==> src/rtl/matrix_tile_buffer.sv <==
// -----------------------------------------------------------------------------
// matrix_tile_buffer
//
// Purpose:
//   Operand store for the multiply-accumulate array. Holds a ROWS x COLS matrix
//   of DATA_W-bit elements. It provides the following:
//     - one row/column-addressed write port,
//     - one random-access read port with one cycle of latency,
//     - a streaming engine that emits a whole row (the A operand) or a whole
//       column (the B operand, transposed access) over valid/ready.
//   Element (r, c) is stored at linear index r*COLS + c.
//
// Ports:
//   clk, rst_n        clock (rising edge) / asynchronous active-low reset
//   wr_en_i           write strobe; wr_row_i/wr_col_i/wr_data_i give the
//                     target element and its value. An out-of-range write is
//                     dropped.
//   rd_en_i           random read strobe; rd_row_i/rd_col_i give the element.
//   rd_data_o         read data, registered. It is 0 for an out-of-range index
//                     and holds its value while rd_en_i is low.
//   rd_valid_o        rd_data_o is valid this cycle.
//   stream_start_i    single-cycle request to stream row (stream_col_i = 0) or
//                     column (stream_col_i = 1) number stream_idx_i.
//   stream_busy_o     the stream engine is running.
//   s_data_o          stream element.
//   s_valid_o         s_data_o is valid.
//   s_ready_i         the consumer accepts s_data_o.
//   s_last_o          s_data_o is the final element of the stream.
// -----------------------------------------------------------------------------
module matrix_tile_buffer #(
   parameter int  DATA_W = 32,
   parameter int  ROWS   = 4,
   parameter int  COLS   = 4,
   localparam int RW     = $clog2(ROWS),
   localparam int CW     = $clog2(COLS),
   localparam int IW     = (RW > CW) ? RW : CW
) (
   input  logic              clk,
   input  logic              rst_n,
   input  logic              wr_en_i,
   input  logic [RW-1:0]     wr_row_i,
   input  logic [CW-1:0]     wr_col_i,
   input  logic [DATA_W-1:0] wr_data_i,
   input  logic              rd_en_i,
   input  logic [RW-1:0]     rd_row_i,
   input  logic [CW-1:0]     rd_col_i,
   output logic [DATA_W-1:0] rd_data_o,
   output logic              rd_valid_o,
   input  logic              stream_start_i,
   input  logic              stream_col_i,
   input  logic [IW-1:0]     stream_idx_i,
   output logic              stream_busy_o,
   output logic [DATA_W-1:0] s_data_o,
   output logic              s_valid_o,
   input  logic              s_ready_i,
   output logic              s_last_o
);

   localparam int NE = ROWS * COLS;
   localparam int AW = $clog2(NE);

   // Bounds are one bit wider than the index so that ROWS/COLS themselves fit.
   localparam logic [RW:0]   ROWS_R   = (RW + 1)'(ROWS);
   localparam logic [CW:0]   COLS_C   = (CW + 1)'(COLS);
   localparam logic [IW:0]   ROWS_I   = (IW + 1)'(ROWS);
   localparam logic [IW:0]   COLS_I   = (IW + 1)'(COLS);
   localparam logic [IW-1:0] LAST_ROW = IW'(ROWS - 1);
   localparam logic [IW-1:0] LAST_COL = IW'(COLS - 1);
   localparam logic [IW-1:0] ONE_I    = IW'(1);

   typedef enum logic {
      ST_IDLE   = 1'b0,
      ST_STREAM = 1'b1
   } state_t;

   function automatic logic [AW-1:0] elem_addr(input logic [RW-1:0] row,
                                                input logic [CW-1:0] col);
      return AW'(int'(row) * COLS + int'(col));
   endfunction

   logic [DATA_W-1:0] mem_q [NE];

   logic              wr_ok_s;
   logic              rd_ok_s;
   logic [AW-1:0]     wr_addr_s;
   logic [AW-1:0]     rd_addr_s;
   logic [DATA_W-1:0] rd_data_d, rd_data_q;
   logic              rd_valid_d, rd_valid_q;

   state_t            state_d, state_q;
   logic              mode_d, mode_q;
   logic [IW-1:0]     idx_d, idx_q;
   logic [IW-1:0]     cnt_d, cnt_q;
   logic [DATA_W-1:0] s_data_d, s_data_q;
   logic              s_valid_d, s_valid_q;
   logic              s_last_d, s_last_q;

   logic              start_ok_s;
   logic              sel_col_s;
   logic [IW-1:0]     sel_idx_s;
   logic [IW-1:0]     sel_pos_s;
   logic [IW-1:0]     last_pos_s;
   logic [RW-1:0]     fetch_row_s;
   logic [CW-1:0]     fetch_col_s;
   logic [AW-1:0]     fetch_addr_s;
   logic [DATA_W-1:0] fetch_word_s;

   assign wr_ok_s   = wr_en_i && ({1'b0, wr_row_i} < ROWS_R) && ({1'b0, wr_col_i} < COLS_C);
   assign rd_ok_s   = ({1'b0, rd_row_i} < ROWS_R) && ({1'b0, rd_col_i} < COLS_C);
   assign wr_addr_s = elem_addr(wr_row_i, wr_col_i);
   assign rd_addr_s = elem_addr(rd_row_i, rd_col_i);

   // Element storage is written only, never reset.
   // The range check stops an out-of-range column from aliasing into the next row.
   always_ff @(posedge clk) begin
      if (wr_ok_s) begin
         mem_q[wr_addr_s] <= wr_data_i;
      end
   end

   // Random read next-state.
   // The read samples storage before this edge's write, so a collision returns old data.
   always_comb begin
      rd_data_d  = rd_data_q;
      rd_valid_d = 1'b0;
      if (rd_en_i) begin
         rd_valid_d = 1'b1;
         if (rd_ok_s) begin
            rd_data_d = mem_q[rd_addr_s];
         end else begin
            rd_data_d = {DATA_W{1'b0}};
         end
      end else begin
         rd_valid_d = 1'b0;
      end
   end

   // Random read output registers.
   always_ff @(posedge clk or negedge rst_n) begin
      if (!rst_n) begin
         rd_data_q  <= {DATA_W{1'b0}};
         rd_valid_q <= 1'b0;
      end else begin
         rd_data_q  <= rd_data_d;
         rd_valid_q <= rd_valid_d;
      end
   end

   assign start_ok_s = stream_start_i &&
                       (stream_col_i ? ({1'b0, stream_idx_i} < COLS_I)
                                     : ({1'b0, stream_idx_i} < ROWS_I));
   assign last_pos_s = mode_q ? LAST_ROW : LAST_COL;

   // Fetch address selection.
   // In IDLE, element 0 of the requested stream is addressed directly from the inputs.
   // While streaming, element cnt+1 of the latched stream is addressed.
   always_comb begin
      if (state_q == ST_IDLE) begin
         sel_col_s = stream_col_i;
         sel_idx_s = stream_idx_i;
         sel_pos_s = {IW{1'b0}};
      end else begin
         sel_col_s = mode_q;
         sel_idx_s = idx_q;
         sel_pos_s = cnt_q + ONE_I;
      end
      if (sel_col_s) begin
         fetch_row_s = sel_pos_s[RW-1:0];
         fetch_col_s = sel_idx_s[CW-1:0];
      end else begin
         fetch_row_s = sel_idx_s[RW-1:0];
         fetch_col_s = sel_pos_s[CW-1:0];
      end
   end

   assign fetch_addr_s = elem_addr(fetch_row_s, fetch_col_s);
   assign fetch_word_s = mem_q[fetch_addr_s];

   // Stream FSM next-state and output datapath.
   always_comb begin
      state_d   = state_q;
      mode_d    = mode_q;
      idx_d     = idx_q;
      cnt_d     = cnt_q;
      s_data_d  = s_data_q;
      s_valid_d = s_valid_q;
      s_last_d  = s_last_q;
      case (state_q)
         ST_IDLE: begin
            if (start_ok_s) begin
               state_d   = ST_STREAM;
               mode_d    = stream_col_i;
               idx_d     = stream_idx_i;
               cnt_d     = {IW{1'b0}};
               s_data_d  = fetch_word_s;
               s_valid_d = 1'b1;
               // A stream has at least two elements, so element 0 is never last.
               s_last_d  = 1'b0;
            end else begin
               state_d = ST_IDLE;
            end
         end
         ST_STREAM: begin
            // s_valid is always high in this state, so s_ready alone means an accept.
            if (s_ready_i) begin
               if (s_last_q) begin
                  state_d   = ST_IDLE;
                  s_valid_d = 1'b0;
                  s_last_d  = 1'b0;
               end else begin
                  cnt_d    = sel_pos_s;
                  s_data_d = fetch_word_s;
                  s_last_d = (sel_pos_s == last_pos_s);
               end
            end else begin
               state_d = ST_STREAM;
            end
         end
         default: begin
            state_d   = ST_IDLE;
            s_valid_d = 1'b0;
            s_last_d  = 1'b0;
         end
      endcase
   end

   // Stream state registers.
   // The asynchronous reset aborts a stream in flight.
   always_ff @(posedge clk or negedge rst_n) begin
      if (!rst_n) begin
         state_q   <= ST_IDLE;
         mode_q    <= 1'b0;
         idx_q     <= {IW{1'b0}};
         cnt_q     <= {IW{1'b0}};
         s_data_q  <= {DATA_W{1'b0}};
         s_valid_q <= 1'b0;
         s_last_q  <= 1'b0;
      end else begin
         state_q   <= state_d;
         mode_q    <= mode_d;
         idx_q     <= idx_d;
         cnt_q     <= cnt_d;
         s_data_q  <= s_data_d;
         s_valid_q <= s_valid_d;
         s_last_q  <= s_last_d;
      end
   end

   assign rd_data_o     = rd_data_q;
   assign rd_valid_o    = rd_valid_q;
   assign stream_busy_o = (state_q == ST_STREAM);
   assign s_data_o      = s_data_q;
   assign s_valid_o     = s_valid_q;
   assign s_last_o      = s_last_q;

endmodule

==> config.mk <==
export PLATFORM = sky130hd
export DESIGN_NAME = matrix_tile_buffer
export DESIGN_NICKNAME = d
export VERILOG_FILES = /design/src/rtl/matrix_tile_buffer.sv
export SDC_FILE = /design/constraint.sdc
export NUM_CORES = 1
export LEC_CHECK = 0
export CAP_MARGIN = 15
export CORE_MARGIN = 3
export CORE_UTILIZATION = 35
export DETAILED_ROUTE_END_ITERATION = 10
export PLACE_DENSITY = 0.57
export SLEW_MARGIN = 25
export SYNTH_ARGS = -nofsm -noshare
export SYNTH_HDL_FRONTEND = slang
export SYNTH_SLANG_ARGS = --single-unit
==> constraint.sdc <==
create_clock -name clk -period 4.15 [get_ports clk]
set_input_delay 0.6225 -clock clk [delete_from_list [all_inputs] [get_ports clk]]
set_output_delay 0.6225 -clock clk [all_outputs]
set_load 0.02 [all_outputs]
==> qor.csv <==
stage;metric;value;unit
die;Core Area;74570;µm²
setup_path;Crit. End Element;flip-flop;
grt;first-pass GRT wire length;115.4;mm
final_layout;nets@finish;1842;
final_layout;layout cells sized above 1;20.84;%
clock_network;clock buffer depth;3;
synth;Synth Register Bits;585;
grt;largest net degree at the start of global routing;125;
clock_network;number of hold buffers added after CTS;0;
route;Residual DRC;0;
synth;total nets after synthesis;1740;
setup_path;crit start category;flip-flop;
timing;Slew Viols, Final;0;
worst_hold_path;Hold Path Class;input pin to asynchronous set/reset pin;
placement;DP HPWL;42.31;mm
die;Chip Width;280.5;µm
run;MaxCap Viol Count;0;
timing;RSZ-0062 raised after global routing;false;
clock_network;Clock Pin Slew Worst Setup and Hold Paths;0.06;ns
clock_network;CTS tree;yes;
grt;Global Route Usage Sum;20.10;%
timing;Setup TNS Final;0;ns
route;Total Wirelength;79.04;mm
timing;Min Clock Period, post-route;2.995;ns
clock_network;Root Driver;clkbuf_16;
final_layout;Finished Cell Area;31010;µm²
synth;number of flops mapped to enable cells by yosys;512;
run_status;status;finished, final reports clean;
die;die height;280.5;µm
die;Die ar.;78660;µm²
synth;Primary FF master, synth;edfxtp_1;
timing;worst-margin pin slew;1.036;ns
synth;mapped cell area;26370;µm²
synth;sequential-to-total area share from yosys stat;65.24;%
clock_network;Clock Latency Late Sink;0.61;ns
setup_path;critical path class;flip-flop to flip-flop;
route;DRT iter0 DRCs;1792;
clock_network;setup repair bufs after CTS;0;
grt;initial antenna violation count;6;
placement;placed cell areas;28830;µm²
setup_path;Worst EP required;4.67;ns
pwr;pwr dens;698.5;nW/µm²
grt;grt ovf;0;
placement;PortBufs;116;
final_layout;fin util;41.58;%
pwr;Max rail drop VDD;0.8950;mV
synth;synth unique cells;45;
die;IO Pins;117;
timing;clock skew;0.02551;ns
route;via density per instance;5.922;
placement;global placer's final weighted congestion;0.7642;
synth;Syn Inst Count;1691;
timing;Final Hold Fails;0;
clock_network;total CTS buffers;67;
route;Routed Antenna Nets;0;
timing;Max Clk Rate;333.8;MHz
route;wire per inst;28.02;µm
clock_network;# clock sinks;585;
synth;synth warn;0;
route;via count;16706;
clock_network;post_cts resized;0;
setup_path;Worst Path Max Fanout;82;
pwr;Static Leak;10.20;nW
die;Starting Density;35.36;%
final_layout;synthesis-to-layout area growth;17.60;%
timing;final worst-path cycle share;72.18;%
route;first drt pass iteration count;6;
timing;Final setup viols;0;
grt;vias in the first global route;17213;
synth;average cell area after synthesis;15.59;µm²
setup_path;Critical Path AT;3.51;ns
clock_network;H-Tree Level Count;3;
timing;Rel. slew slack;30.95;%
synth;post-synthesis async set-or-reset flop share;12.48;%
die;FP Rows;100;
==> worst max-delay path, stage by stage, from the launching register on <==
cell and delay [ns]:
dfrtp_1 0.77, inv_2 0.19, o31ai_4 0.36, buf_12 0.43, buf_4 0.37, mux2i_1 0.12, a221oi_1 0.34, nor3_1 0.08
a21oi_1 0.18
==> per-layer routing <==
layer  track usage, %  up-vias  wire, µm  part of all wire, %
li1                 -     7026         -                    -
met5                0        -        17                0.022
met3            4.710      147      7190                  9.1
met2            30.23      855     35510                   45
met4            6.095        2      2236                  2.8
met1            29.05     8676     34080                   43
==> final timing paths <==
| kind | from | end | slack (ns) | cells past startpoint |
|---|---|---|---|---|
| min reg2reg | rd_data_o[24] | rd_data_o[24] | 0.50 | 1 |
| max in group asynchronous | rst_n | rd_data_o[24] | 3.13 | 2 |
| min | rst_n | rd_data_o[19] | 0.05 | 1 |
| max reg2reg | stream_busy_o | s_data_o[14] | 1.15 | 8 |
| min in group clk | rd_en_i | rd_valid_o | 0.40 | 1 |
| max | stream_busy_o | s_data_o[14] | 1.15 | 8 |
==> final cells by class <==
type | count | area, µm²
Timing Repair Buffer | 170 | 1763
Antenna cell | 5 | 12.51
Clock inverter | 34 | 350.3
Clock buffer | 89 | 1810
Inverter | 3 | 11.26
Fill cell | 6640 | 43570
Tap cell | 969 | 1212
Multi-Input combinational cell | 966 | 8645
Sequential cell | 585 | 17200
==> cell families after synthesis <==
family,Yosys count,share of synthesized area (%)
flops,585,65.24
simple gates,367,5.595
compound gates,335,8.603
mux,263,17.85
buf+inv,140,2.653
xor+xnor,1,0.06171
==> flip-flops by register name, summed over array words and instances, names as in the netlist <==
register       cells
cnt_q              2
s_last_o           1
stream_busy_o      1
mem_q            512
s_valid_o          1
rd_data_o         32
rd_valid_o         1
s_data_o          32
idx_q              2
mode_q             1
==> Yosys cell counts (3+ instances only) <==
cell type | number | area [µm²]
mux2i_1 | 64 | 640.6
a21oi_1 | 161 | 805.8
a221oi_1 | 61 | 534.3
and2_1 | 3 | 18.77
nor2_1 | 47 | 176.4
buf_6 | 4 | 45.04
mux4_2 | 162 | 3649
mux2_2 | 37 | 416.7
nor2b_1 | 4 | 25.02
buf_4 | 22 | 165.2
edfxtp_1 | 512 | 15370
buf_2 | 49 | 245.2
nand2_1 | 265 | 994.7
nand2b_1 | 3 | 18.77
a22oi_1 | 31 | 232.7
nor3_1 | 35 | 175.2
nand3_1 | 3 | 15.01
buf_1 | 16 | 60.06
nand3b_1 | 3 | 22.52
clkbuf_1 | 46 | 172.7
a32oi_1 | 62 | 543.0
o21ai_0 | 4 | 20.02
dfrtp_1 | 73 | 1827
==> per-stage QoR <==
step                hold WS [ns]  cells  power [mW]  setup slack (ns)
global placement          0.4952   2693       15.69             1.056
global route             0.05557   2816       22.72            0.9549
finish                   0.04693   2821       21.66             1.155
CTS                      0.04266   2816       21.71             1.222
detailed placement        0.4959   2693       15.83             1.060
floorplan                 0.3269   1691       12.84            0.3479
==> power breakdown <==
| group | leakage, nW | internal, mW | switching (mW) |
|---|---|---|---|
| clock | 1.06 | 3.46 | 2.38 |
| sequential | 5.47 | 6.79 | 0.316 |
| combinational | 3.67 | 3.07 | 5.64 |
| total | 10.2 | 13.3 | 8.34 |
==> layout by cell type (no fill, tap or decap), types with 2 or more instances in the layout <==
| cell | n |
|---|---|
| clkdlybuf4s50_1 | 110 |
| inv_1 | 2 |
| mux4_2 | 162 |
| buf_12 | 17 |
| clkinv_1 | 7 |
| buf_2 | 3 |
| clkbuf_1 | 18 |
| diode_2 | 5 |
| bufinv_16 | 6 |
| a21oi_1 | 161 |
| nand2b_1 | 3 |
| inv_6 | 5 |
| o21bai_1 | 2 |
| o21ai_0 | 4 |
| clkinvlp_4 | 2 |
| and2_1 | 2 |
| nor2b_1 | 4 |
| nand3b_1 | 3 |
| mux2_2 | 37 |
| a32oi_1 | 62 |
| nor3_1 | 30 |
| buf_4 | 39 |
| clkbuf_8 | 4 |
| a22oi_1 | 31 |
| clkbuf_16 | 68 |
| dfrtp_1 | 73 |
| nand3_1 | 3 |
| nand2_1 | 264 |
| nor3_2 | 5 |
| edfxtp_1 | 512 |
| a221oi_1 | 61 |
| nor2_1 | 35 |
| clkinv_2 | 12 |
| nor2_4 | 12 |
| mux2i_1 | 64 |
Note: power is estimated with default switching activity, not from simulation.
==> variant (same flow settings) <==
The parameter `COLS` goes from 4 to 2.
--- a/src/rtl/matrix_tile_buffer.sv
+++ b/src/rtl/matrix_tile_buffer.sv
@@ -30,7 +30,7 @@
 module matrix_tile_buffer #(
    parameter int  DATA_W = 32,
    parameter int  ROWS   = 4,
-   parameter int  COLS   = 4,
+   parameter int  COLS   = 2,
    localparam int RW     = $clog2(ROWS),
    localparam int CW     = $clog2(COLS),
    localparam int IW     = (RW > CW) ? RW : CW
Ports: changed (resized rd_col_i and wr_col_i); port bits go from 117 to 115. The function was not compared with the original's and may differ.
==> variant against the unedited design <==
Routed wire length shrank 38%. Final area is 35% lower. Global-route usage fell by 1.6 points. Power decreased by 41%. Critical endpoint is now s_data_o[17]. Synthesized area shrank 35%. Fmax decreased by 0.54%. Largest cell class unchanged. Sequential cell count shrank 256. Highest routed layer unchanged. Critical path type unchanged. First-iteration DRC count fell by 33%. Worst setup slack got worse by 0.016 ns.
==> variant: results (changes against the unedited design) <==
| Metric | Value | Delta |
|---|---|---|
| GRT Total Usage | 18.5% | -1.6 points |
| Global-route wire length before repair | 75200 µm | -35% |
| Worst reg2reg path depth | 6 | -2 |
| Layout cells sized above 1 | 15.6% | -5.2 points |
| Post-place setup slack | 1.08 ns | +0.0175 ns |
| Met1 routing resource usage after global routing | 25.7% | -3.3 points |
| Endpoint of the worst-slack reg-to-reg timing path | s_data_o[17] |  |
| Status | complete, no violations |  |
| Initial antenna violation count | 2 | -4 |
| Port Buffer Count | 114 | -1.7% |
| Skew-Pair Late Insertion Delay | 0.53 ns | -0.08 ns |
| Mapped Nets | 1381 | -21% |
| Worst Clk Skew | 0.0164 ns | -0.00914 ns |
| Max FFs per register | 256 | -50% |
| Data arrival time of the worst path | 3.41 ns | -0.10 ns |
| Detailed Routing Iterations Pass 1 | 5 | -1 |
| Final std cells w/o fill | 2059 | -27% |
| Total half-perimeter wirelength after legalization and detailed placement | 28400 µm | -33% |
| Number of enable-type register cells in the synthesized netlist | 256 | -50% |
| Vias | 12200 | -27% |
| R2r startpoint | mode_q |  |
| Maximum number of pins on one net before global-route repair | 103 | -18% |
| CTS H-tree lvls | 2 | -1 |
| Number of CTS-inserted buffers | 36 | -46% |
| Antenna Cells | 0 | -5 |
| DRC marker count from the first detailed-route iteration | 1197 | -33% |
| Yosys cell types | 42 | -6.7% |
| Largest cells by area after synthesis | edfxtp_1, dfrtp_1, mux4_2 |  |
| Headroom to the max-slew limit | 31.3% | +0.31 points |
| Gpl congestion | 0.762 | -0.29% |
| Asr flop ratio synth | 22.2% | +9.7 points |
| Leakage power figure | 7.29 nW | -29% |
| Synthesized instance count | 1334 | -21% |
| Cell Count Post-Placement | 1993 | -26% |
variant: layout make-up:
| class | instances | area (µm²) |
|---|---|---|
| clock inverter | 21 | 216 |
| clock buffer | 45 | 986 |
| timing repair buffer | 149 | 1440 |
| tap | 656 | 821 |
| inverter | 1 | 3.75 |
| sequential | 329 | 9520 |
| multi-input combinational | 858 | 7110 |
| fill | 4445 | 28000 |
variant: cells by family after synthesis:
family                 Yosys count  share of synthesized area (%)
AND/OR/NAND/NOR                330                           9.56
flip-flops                     329                           55.2
XOR/XNOR                         2                          0.102
multiplexers                   193                           15.9
AO/OA/AOI/OAI                  333                           15.2
buffers and inverters          147                           4.02
variant: critical path, stage by stage (launching register included):
cell	delay (ns)
dfrtp_1	0.50
nand2b_4	0.55
and2_4	0.64
buf_4	0.42
and3_1	0.20
o32ai_1	0.11
o41ai_1	0.42
variant: layer usage:
layer | up-vias | part of all wire (%)
li1 | 5505 | -
met1 | 6168 | 44
met2 | 478 | 47
met3 | 79 | 6.7
met4 | 4 | 2.3
met5 | - | 0.045
variant: worst max-delay path by stage:
stage                   end  cells past startpoint  slack, ns             from
3_3_place_gp   s_data_o[31]                      7       1.12  stream_idx_i[1]
2_1_floorplan   mem_q[0][0]                      2       0.68         wr_col_i
6_report       s_data_o[17]                      6       1.14           mode_q
3_5_place_dp    s_data_o[4]                      6       1.08  stream_idx_i[1]
5_1_grt        s_data_o[17]                      6       0.97           mode_q
4_1_cts        s_data_o[17]                      6       1.14           mode_q
variant: power by group:
group | total [mW] | internal, mW | leakage, nW | switching (mW)
logic | 5.31 | 2.01 | 3.51 | 3.29
registers | 4.28 | 3.91 | 3.18 | 0.378
clock network | 3.26 | 1.95 | 0.600 | 1.32
